<file path="src/rtl/p405s_timer_pit_ctl_if.sv">
// ============================================================================
// Module  : p405s_timer_pit_ctl_if
// Brief   : mtSPR write bus from PCL into the PIT sequencing controller.
// Revision: 1.0 - initial release
// ============================================================================
`default_nettype none

interface p405s_timer_pit_ctl_if #(
    parameter int PIT_W = 32
);
    logic             PCL_mtSPR;
    logic             PCL_sprHold;
    logic             pitDcd;
    logic [PIT_W-1:0] EXE_sprDataBus;

    modport master (
        output PCL_mtSPR,
        output PCL_sprHold,
        output pitDcd,
        output EXE_sprDataBus
    );

    modport slave (
        input  PCL_mtSPR,
        input  PCL_sprHold,
        input  pitDcd,
        input  EXE_sprDataBus
    );
endinterface

`default_nettype wire

</file>
<file path="src/rtl/p405s_timer_pit_ctl.sv">
// ============================================================================
// Module  : p405s_timer_pit_ctl
// Brief   : PIT down-counter sequencing, expiry detect and TSR[PIS] status.
//           Optional tic prescaler built in with `define P405S_PIT_PRESCALE_EN.
// Revision: 1.0 - initial release
// ============================================================================
`default_nettype none

module p405s_timer_pit_ctl #(
    parameter int PIT_W      = 32,
    parameter int PRESCALE_W = 8
) (
    input  wire                  CB,
    input  wire                  resetNEG,
    p405s_timer_pit_ctl_if.slave sprBus,
    input  wire                  tcrARenable,
    input  wire                  tcrPIEenable,
    input  wire                  tsrPisClr,
    input  wire                  freezeTimersNEG,
    input  wire                  timerTic,
    input  wire [PRESCALE_W-1:0] prescaleDiv,
    input  wire                  LSSD_coreTestEn,
    input  wire [PIT_W-1:0]      pitL2,
    output logic                 pitCntEn,
    output logic [1:0]           pitMuxSel,
    output logic                 pitReloadEn,
    output logic                 hwSetPitStatus,
    output logic                 pitStatus,
    output logic                 pitIntReq,
    output logic [1:0]           pitState
);

    localparam logic [1:0] c_SEL_DEC    = 2'b00;
    localparam logic [1:0] c_SEL_ZERO   = 2'b01;
    localparam logic [1:0] c_SEL_RELOAD = 2'b10;
    localparam logic [1:0] c_SEL_SPR    = 2'b11;

    typedef enum logic [1:0] {
        ST_IDLE   = 2'b00,
        ST_RUN    = 2'b01,
        ST_EXPIRE = 2'b10
    } pitState_t;

    pitState_t        r_state;
    pitState_t        w_next;
    logic             r_ticDly;
    logic             r_hwSet;
    logic             r_pitStatus;
    logic             r_areAtExp;
    logic             w_wrAcc;
    logic             w_ticEdge;
    logic             w_ticEvt;
    logic             w_expiry;
    logic             w_pitZero;
    logic             w_pitOne;
    logic             w_dataZero;
    logic             w_cntEn;
    logic             w_reloadEn;
    logic [1:0]       w_sel;

    assign w_wrAcc    = sprBus.PCL_mtSPR & sprBus.pitDcd & ~sprBus.PCL_sprHold;
    assign w_ticEdge  = timerTic & ~r_ticDly & freezeTimersNEG;
    assign w_pitZero  = (pitL2 == '0);
    assign w_pitOne   = (pitL2 == PIT_W'(1));
    assign w_dataZero = (sprBus.EXE_sprDataBus == '0);

`ifdef P405S_PIT_PRESCALE_EN
    // Passes one tic edge in every (prescaleDiv+1); restarts on each PIT write.
    logic [PRESCALE_W-1:0] r_preCnt;
    logic                  w_preHit;

    assign w_preHit = (r_preCnt == prescaleDiv);
    assign w_ticEvt = w_ticEdge & w_preHit;

    always_ff @(posedge CB or negedge resetNEG) begin
        if (!resetNEG) begin
            r_preCnt <= '0;
        end else if (!LSSD_coreTestEn) begin
            if (w_wrAcc) begin
                r_preCnt <= '0;
            end else if (w_ticEdge) begin
                r_preCnt <= w_preHit ? '0 : r_preCnt + PRESCALE_W'(1);
            end
        end
    end
`else
    logic w_unusedPrescale;
    assign w_unusedPrescale = ^prescaleDiv;
    assign w_ticEvt         = w_ticEdge;
`endif

    always_comb begin
        w_cntEn    = 1'b0;
        w_reloadEn = 1'b0;
        w_sel      = c_SEL_DEC;
        w_next     = r_state;
        w_expiry   = 1'b0;
        if (w_wrAcc) begin
            // A write always wins; a tic in the same cycle is simply lost.
            w_cntEn    = 1'b1;
            w_reloadEn = 1'b1;
            w_sel      = c_SEL_SPR;
            w_next     = w_dataZero ? ST_IDLE : ST_RUN;
        end else begin
            case (r_state)
                ST_RUN: begin
                    if (w_pitZero) begin
                        w_next = ST_IDLE;
                    end else if (w_ticEvt) begin
                        w_cntEn = 1'b1;
                        if (w_pitOne) begin
                            w_sel    = tcrARenable ? c_SEL_RELOAD : c_SEL_ZERO;
                            w_next   = ST_EXPIRE;
                            w_expiry = 1'b1;
                        end
                    end
                end
                ST_EXPIRE: begin
                    w_next = (r_areAtExp && !w_pitZero) ? ST_RUN : ST_IDLE;
                end
                default: begin
                    w_next = ST_IDLE;
                end
            endcase
        end
        if (LSSD_coreTestEn) begin
            w_cntEn    = 1'b0;
            w_reloadEn = 1'b0;
            w_next     = r_state;
            w_expiry   = 1'b0;
        end
    end

    always_ff @(posedge CB or negedge resetNEG) begin
        if (!resetNEG) begin
            r_state     <= ST_IDLE;
            r_ticDly    <= 1'b0;
            r_hwSet     <= 1'b0;
            r_pitStatus <= 1'b0;
            r_areAtExp  <= 1'b0;
        end else begin
            // Edge detector keeps tracking while frozen so unfreeze cannot fire a tic.
            r_ticDly <= timerTic;
            r_state  <= w_next;
            if (!LSSD_coreTestEn) begin
                r_hwSet <= w_expiry;
                if (w_expiry) begin
                    r_areAtExp <= tcrARenable;
                end
                if (r_hwSet) begin
                    r_pitStatus <= 1'b1;
                end else if (tsrPisClr) begin
                    r_pitStatus <= 1'b0;
                end
            end
        end
    end

    assign pitCntEn       = w_cntEn;
    assign pitReloadEn    = w_reloadEn;
    assign pitMuxSel      = w_sel;
    assign hwSetPitStatus = r_hwSet;
    assign pitStatus      = r_pitStatus;
    assign pitIntReq      = r_pitStatus & tcrPIEenable;
    assign pitState       = r_state;

endmodule

`default_nettype wire

</file>
<file path="src/flat_wrapper.sv">
// flat-port wrapper written by rule: the top's interface ports become plain ports
module p405s_timer_pit_ctl_flat 
#(
    parameter int PIT_W      = 32,
    parameter int PRESCALE_W = 8
)
  (CB, resetNEG, tcrARenable, tcrPIEenable, tsrPisClr, freezeTimersNEG, timerTic, prescaleDiv, LSSD_coreTestEn, pitL2, pitCntEn, pitMuxSel, pitReloadEn, hwSetPitStatus, pitStatus, pitIntReq, pitState, sprBus_PCL_mtSPR, sprBus_PCL_sprHold, sprBus_pitDcd, sprBus_EXE_sprDataBus);
  p405s_timer_pit_ctl_if #(.PIT_W(PIT_W)) sprBus_i ();
  input  wire CB;
  input  wire resetNEG;
  input  wire tcrARenable;
  input  wire tcrPIEenable;
  input  wire tsrPisClr;
  input  wire freezeTimersNEG;
  input  wire timerTic;
  input  wire [PRESCALE_W-1:0] prescaleDiv;
  input  wire LSSD_coreTestEn;
  input  wire [PIT_W-1:0] pitL2;
  output logic pitCntEn;
  output logic [1:0] pitMuxSel;
  output logic pitReloadEn;
  output logic hwSetPitStatus;
  output logic pitStatus;
  output logic pitIntReq;
  output logic [1:0] pitState;
  input wire logic [$bits(sprBus_i.PCL_mtSPR)-1:0] sprBus_PCL_mtSPR;
  input wire logic [$bits(sprBus_i.PCL_sprHold)-1:0] sprBus_PCL_sprHold;
  input wire logic [$bits(sprBus_i.pitDcd)-1:0] sprBus_pitDcd;
  input wire logic [$bits(sprBus_i.EXE_sprDataBus)-1:0] sprBus_EXE_sprDataBus;
  assign sprBus_i.PCL_mtSPR = sprBus_PCL_mtSPR;
  assign sprBus_i.PCL_sprHold = sprBus_PCL_sprHold;
  assign sprBus_i.pitDcd = sprBus_pitDcd;
  assign sprBus_i.EXE_sprDataBus = sprBus_EXE_sprDataBus;
  p405s_timer_pit_ctl #(.PIT_W(PIT_W), .PRESCALE_W(PRESCALE_W)) u_core (.CB(CB), .resetNEG(resetNEG), .sprBus(sprBus_i), .tcrARenable(tcrARenable), .tcrPIEenable(tcrPIEenable), .tsrPisClr(tsrPisClr), .freezeTimersNEG(freezeTimersNEG), .timerTic(timerTic), .prescaleDiv(prescaleDiv), .LSSD_coreTestEn(LSSD_coreTestEn), .pitL2(pitL2), .pitCntEn(pitCntEn), .pitMuxSel(pitMuxSel), .pitReloadEn(pitReloadEn), .hwSetPitStatus(hwSetPitStatus), .pitStatus(pitStatus), .pitIntReq(pitIntReq), .pitState(pitState));
endmodule
</file>
<file path="config.mk">
export PLATFORM = sky130hd
export DESIGN_NAME = p405s_timer_pit_ctl_flat
export DESIGN_NICKNAME = d
export VERILOG_FILES = /design/src/rtl/p405s_timer_pit_ctl_if.sv /design/src/rtl/p405s_timer_pit_ctl.sv /design/src/flat_wrapper.sv
export SDC_FILE = /design/constraint.sdc
export NUM_CORES = 1
export LEC_CHECK = 0
export CAP_MARGIN = 10
export CORE_MARGIN = 2
export CORE_UTILIZATION = 21
export CTS_CLUSTER_DIAMETER = 150
export DETAILED_ROUTE_END_ITERATION = 12
export PLACE_DENSITY_LB_ADDON = 0.1
export SLEW_MARGIN = 20
export SYNTH_ARGS = -nofsm -noshare
export SYNTH_HDL_FRONTEND = slang
export SYNTH_SLANG_ARGS = --single-unit
</file>
<file path="constraint.sdc">
create_clock -name CB -period 3.15 [get_ports CB]
set_clock_uncertainty 0.15 [all_clocks]
set_input_delay 0.945 -clock CB [delete_from_list [all_inputs] [get_ports CB]]
set_output_delay 0.945 -clock CB [all_outputs]
set_load 0.03 [all_outputs]
</file>
; ---- Yosys cells after proc, flatten, opt, wreduce, memory -nomap -nowiden
; Cells that the tools add are included.
[word_totals]
register_bits = 6
in_bits = 83
word_cells = 54
[op_classes]
eq_ne = 5
n_mux = 28
bitwise = 8
n_reduce_logical = 8
[ops]
columns = operator, count
row1 = zero test 32 bit, 2
row2 = == test 32 x 1 -> 1 bit (second input constant), 1
row3 = two-way mux 2 bit, 10
row4 = two-way mux 1 bit, 17
row5 = != test 4 x 1 -> 1 bit (second input constant), 2
row6 = AND 1 bit, 5
row7 = case mux 2 bit (2 select lines), 1
row8 = AND reduction 2 bit, 2
row9 = NOT 1 bit, 3
row10 = AND reduction 3 bit, 1
row11 = == test 2 x 1 -> 1 bit (second input constant), 1
row12 = == test 2 bit (second input constant), 1
row13 = nonzero test 2 bit, 1
row14 = logical AND 1 bit, 1
row15 = zero test 1 bit, 1

; ---- Longest topological paths before layout
[depth]
word_depth = 9
mapped_depth = 7

; ---- Worst setup path before layout
; No wires, ideal clock.
[synth_timing]
kind = input to output
from = input pitL2[14]
to = output pitMuxSel[0]
arrival_ns = 2.064
required_time_ns = 2.055
path_slack_ns = -0.009
stages = 5
path_buffers = 0
cell_sequence = nor4_1 -> nand4_1 -> nor2_1 -> nand3_1 -> o21ai_1
[synth_via]
elab_chain_len = 6
word_cells_on_any_way = 7
[synth_lines]
columns = item, line_no
row1 = from (decl), flat_wrapper.sv:18  ; input wire [PIT_W-1:0] pitL2;
row2 = == test 32 x 1 -> 1 bit, p405s_timer_pit_ctl.sv:64  ; assign w_pitOne = (pitL2 == PIT_W'(1));
row3 = two-way mux 2 bit, p405s_timer_pit_ctl.sv:111  ; if (w_pitOne) begin
row4 = two-way mux 2 bit, p405s_timer_pit_ctl.sv:109  ; end else if (w_ticEvt) begin
row5 = two-way mux 2 bit *, p405s_timer_pit_ctl.sv:107  ; if (w_pitZero) begin
row6 = two-way mux 2 bit *, p405s_timer_pit_ctl.sv:105  ; case (r_state)
row7 = two-way mux 2 bit *, p405s_timer_pit_ctl.sv:98  ; if (w_wrAcc) begin
row8 = to (decl), flat_wrapper.sv:20  ; output logic [1:0] pitMuxSel;
; Mark *: on every way between the ends. The rest lies on a longest branch, timed or not.

; ---- Final worst setup path
[layout_timing]
from = input pitL2[15]
to = output pitMuxSel[0]
; Same word-level chain as after synthesis.

==> results.sh <==
export IMPL_arrival_ns=2.19
export IMPL_cp_endpoint="pitMuxSel[0]"
export IMPL_wl_per_cell_um=13.52
export IMPL_power_density_nw_per_um2=178.5
export IMPL_synth_cells=61
export IMPL_routed_via_density=4.603
export IMPL_initial_core_util=0.2200
export IMPL_synthTopCellsByArea="dfrtp_1 (31%), nor4_1 (19%), ha_1 (5.1%)"
export IMPL_outcome="finished with violations"
export IMPL_final_cell_mix="clkdlybuf4s50_1 (45), buf_4 (17), buf_6 (11)"
export IMPL_rr_startpoint="u_core.pitState[1]"
export IMPL_avgSynthCellArea_um2=7.979
export IMPL_cp_end_kind="output port"
export IMPL_cp_slowest_cell="nor4_4"
export IMPL_firstDrtPassIters=4
export IMPL_n_antenna_cell=0
export IMPL_period_minus_slack_ns=3.289
export IMPL_rsz0062_at_grt="yes"
export IMPL_cts_buffers=3
export IMPL_ys_ff_latch=6
export IMPL_peakVddDrop_uv=265.7
export IMPL_critical_path_max_fanout=3
export IMPL_final_common_cell="clkdlybuf4s50_1"
export IMPL_vias=870
export IMPL_hold_viol_final=0
export IMPL_core_um2=2212
export IMPL_setup_violations=3
export IMPL_final_max_slew_viol_count=0
export IMPL_required_ns=2.05
export IMPL_grt_pass1_wl_um=3677
export IMPL_antenna_found_initial=0
export IMPL_clkTransAtPathRegs_ns=0.04
export IMPL_drtAntennaViolNets=0
export IMPL_ios=92
export IMPL_dp_hpwl_um=1991
export IMPL_fillers=196
export IMPL_r2r_cells=7
export IMPL_clock_sinks=6
export IMPL_worstHoldPathType="reg2reg"
export IMPL_p_leak_nw=0.6414
export IMPL_area_growth_pct=218.0
export IMPL_startpoint="pitL2[15]"
export IMPL_synth_top_cell_by_area="dfrtp_1"
export IMPL_die_h_um=52.14
export IMPL_max_cap_violations=0
export IMPL_io_buffers=83
export IMPL_max_slew_margin=0.7888
export IMPL_hold_ws_ns=0.3444
export IMPL_die_area_um2=2719
export IMPL_place_congestion=0.7323
export IMPL_path_class="in2out"
export IMPL_syn_area_um2=486.7
export IMPL_remaining_drc_errors=0
export IMPL_worst_slack_ns=-0.1393
export IMPL_rr_endpoint="u_core.r_areAtExp"
export IMPL_ys_seq_area_frac=0.3085
export IMPL_grt_start_max_net_pins=9
export IMPL_synth_top_cell_area_share=0.3085
export IMPL_layout_nets=248
export IMPL_layout_drive_gt1_share=0.3665
export IMPL_cts_path_max_buffers=2
export IMPL_tightest_slew_ns=0.3158
export IMPL_syn_nets=146
export IMPL_dieWidth_um=52.14
export IMPL_rows=17
export IMPL_clkLatencyLatePin_ns=0.24
export IMPL_routed_wl_um=2556
export IMPL_layout_worst_path_cycle_share=1.044
export IMPL_violations="setup timing"
export IMPL_root_buffer="clkbuf_4"
export IMPL_grt_overflow_total=0
export IMPL_critical_path_most_common_cell="buf_6"
export IMPL_track_usage=0.1835
export IMPL_ys_warn_count=0
export IMPL_finalPower_mw=0.2763
export IMPL_fmax_mhz=304.0
export IMPL_worstPathCellList="buf_6 > nor4_4 > nand4_1 > nor2_2 > nand3_2 > o21ai_2 > buf_6"
export IMPL_slowest_delay_ns=0.27
export IMPL_crit_path_start_kind="primary input"
export IMPL_ys_types=22
export IMPL_drt_iter0_drc=11
export IMPL_cts_tree="built"
export IMPL_ctsHtreeMaxLevel=1
export IMPL_rrSetupSlack_ns=1.47
export IMPL_first_global_vias=859
## power breakdown
part / switching [mW] / internal, mW / leakage (nW)
Combinational: 0.0397 / 0.0868 / 0.547
Sequential: 0.00114 / 0.0790 / 0.0810
Clock: 0.0266 / 0.0430 / 0.0138
## worst min-delay path by stage
| stage | from | endpoint | slack (ns) | cells after the start |
|---|---|---|---|---|
| 6_report | u_core.r_areAtExp | u_core.r_areAtExp | 0.34 | 1 |
| 5_1_grt | u_core.r_areAtExp | u_core.r_areAtExp | 0.37 | 1 |
| 4_1_cts | u_core.r_areAtExp | u_core.r_areAtExp | 0.35 | 1 |
| 3_5_place_dp | u_core.r_areAtExp | u_core.r_areAtExp | 0.34 | 1 |
| 3_3_place_gp | u_core.r_areAtExp | u_core.r_areAtExp | 0.33 | 1 |
| 2_1_floorplan | u_core.r_areAtExp | u_core.r_areAtExp | 0.31 | 1 |
## layout make-up
| class | count | area [µm²] | share of cell area |
|---|---|---|---|
| timing repair buffer | 97 | 884.6 | 0.5715 |
| multi-input combinational | 49 | 432.9 | 0.2797 |
| sequential | 6 | 150.1 | 0.09701 |
| tap | 28 | 35.03 | 0.02264 |
| clock buffer | 3 | 22.52 | 0.01455 |
| inverter | 6 | 22.52 | 0.01455 |
## Yosys cell counts
| cell type | count |
|---|---|
| nand3b_1 | 2 |
| nor2_1 | 4 |
| mux2_4 | 1 |
| mux2_1 | 1 |
| dfrtp_1 | 6 |
| nand2_1 | 4 |
| nand4bb_1 | 1 |
| nor3_1 | 2 |
| o21ai_1 | 2 |
| nand4_1 | 4 |
| o21bai_1 | 1 |
| inv_1 | 6 |
| and2_1 | 1 |
| nand2b_1 | 1 |
| o22ai_1 | 1 |
| a21oi_1 | 1 |
| nand3_1 | 2 |
| ha_1 | 2 |
| nor4_1 | 15 |
| a211oi_1 | 1 |
| o21ai_0 | 2 |
| o2bb2ai_1 | 1 |
## kinds of logic (layout without fill, tap and decap cells)
logic type / after synthesis / in the layout / synth area share
buffers and inverters: 6 / 106 / 0.04627
DFF: 6 / 6 / 0.3085
AOI/OAI and AO/OA: 9 / 9 / 0.1131
muxes: 2 / 2 / 0.05397
adders and majority gates: 2 / 2 / 0.05141
and+or+nand+nor: 36 / 36 / 0.4267
## routing by layer
metal | GRT usage | routed length (µm) | vias to the layer above
met4 | 0.02564 | 19 | 0
met5 | 0 | 0 | -
met1 | 0.1947 | 901 | 386
met2 | 0.3544 | 1423 | 41
met3 | 0.06034 | 212 | 2
li1 | - | - | 441
## through the flow
step	setup TNS [ns]	std cells	worst slack (ns)	cell area (µm²)	utilization
2_1_floorplan	-0.01873	61	-0.009364	486.7	-
3_3_place_gp	-1.212	177	-0.4269	1378	0.6227
3_5_place_dp	-1.430	177	-0.4967	1378	0.6227
4_1_cts	-0.2715	184	-0.1065	1411	0.6380
5_1_grt	-0.6467	189	-0.2387	1548	0.6997
6_report	-0.3474	189	-0.1393	1548	0.6997
## worst max-delay path: cells and delay by family
family	cells	cell delay [ns]
compound gates	1	0.16
simple gates	4	0.83
buf+inv	2	0.25
## timing repair
item | in CTS | in global routing
buffers inserted | 4 | 5
gates resized for setup | 92 | 28
cloned | 0 | 0
setup endpoints to repair | 3 | 4
pin swaps | 16 | 15
hold buffers | 0 | 0
## sequential cells by signal (all words and copies together) (netlist names)
register / count
u_core.pitState: 2
u_core.r_ticDly: 1
u_core.pitStatus: 1
u_core.r_areAtExp: 1
u_core.hwSetPitStatus: 1
Power figures use the tool's default switching activity.
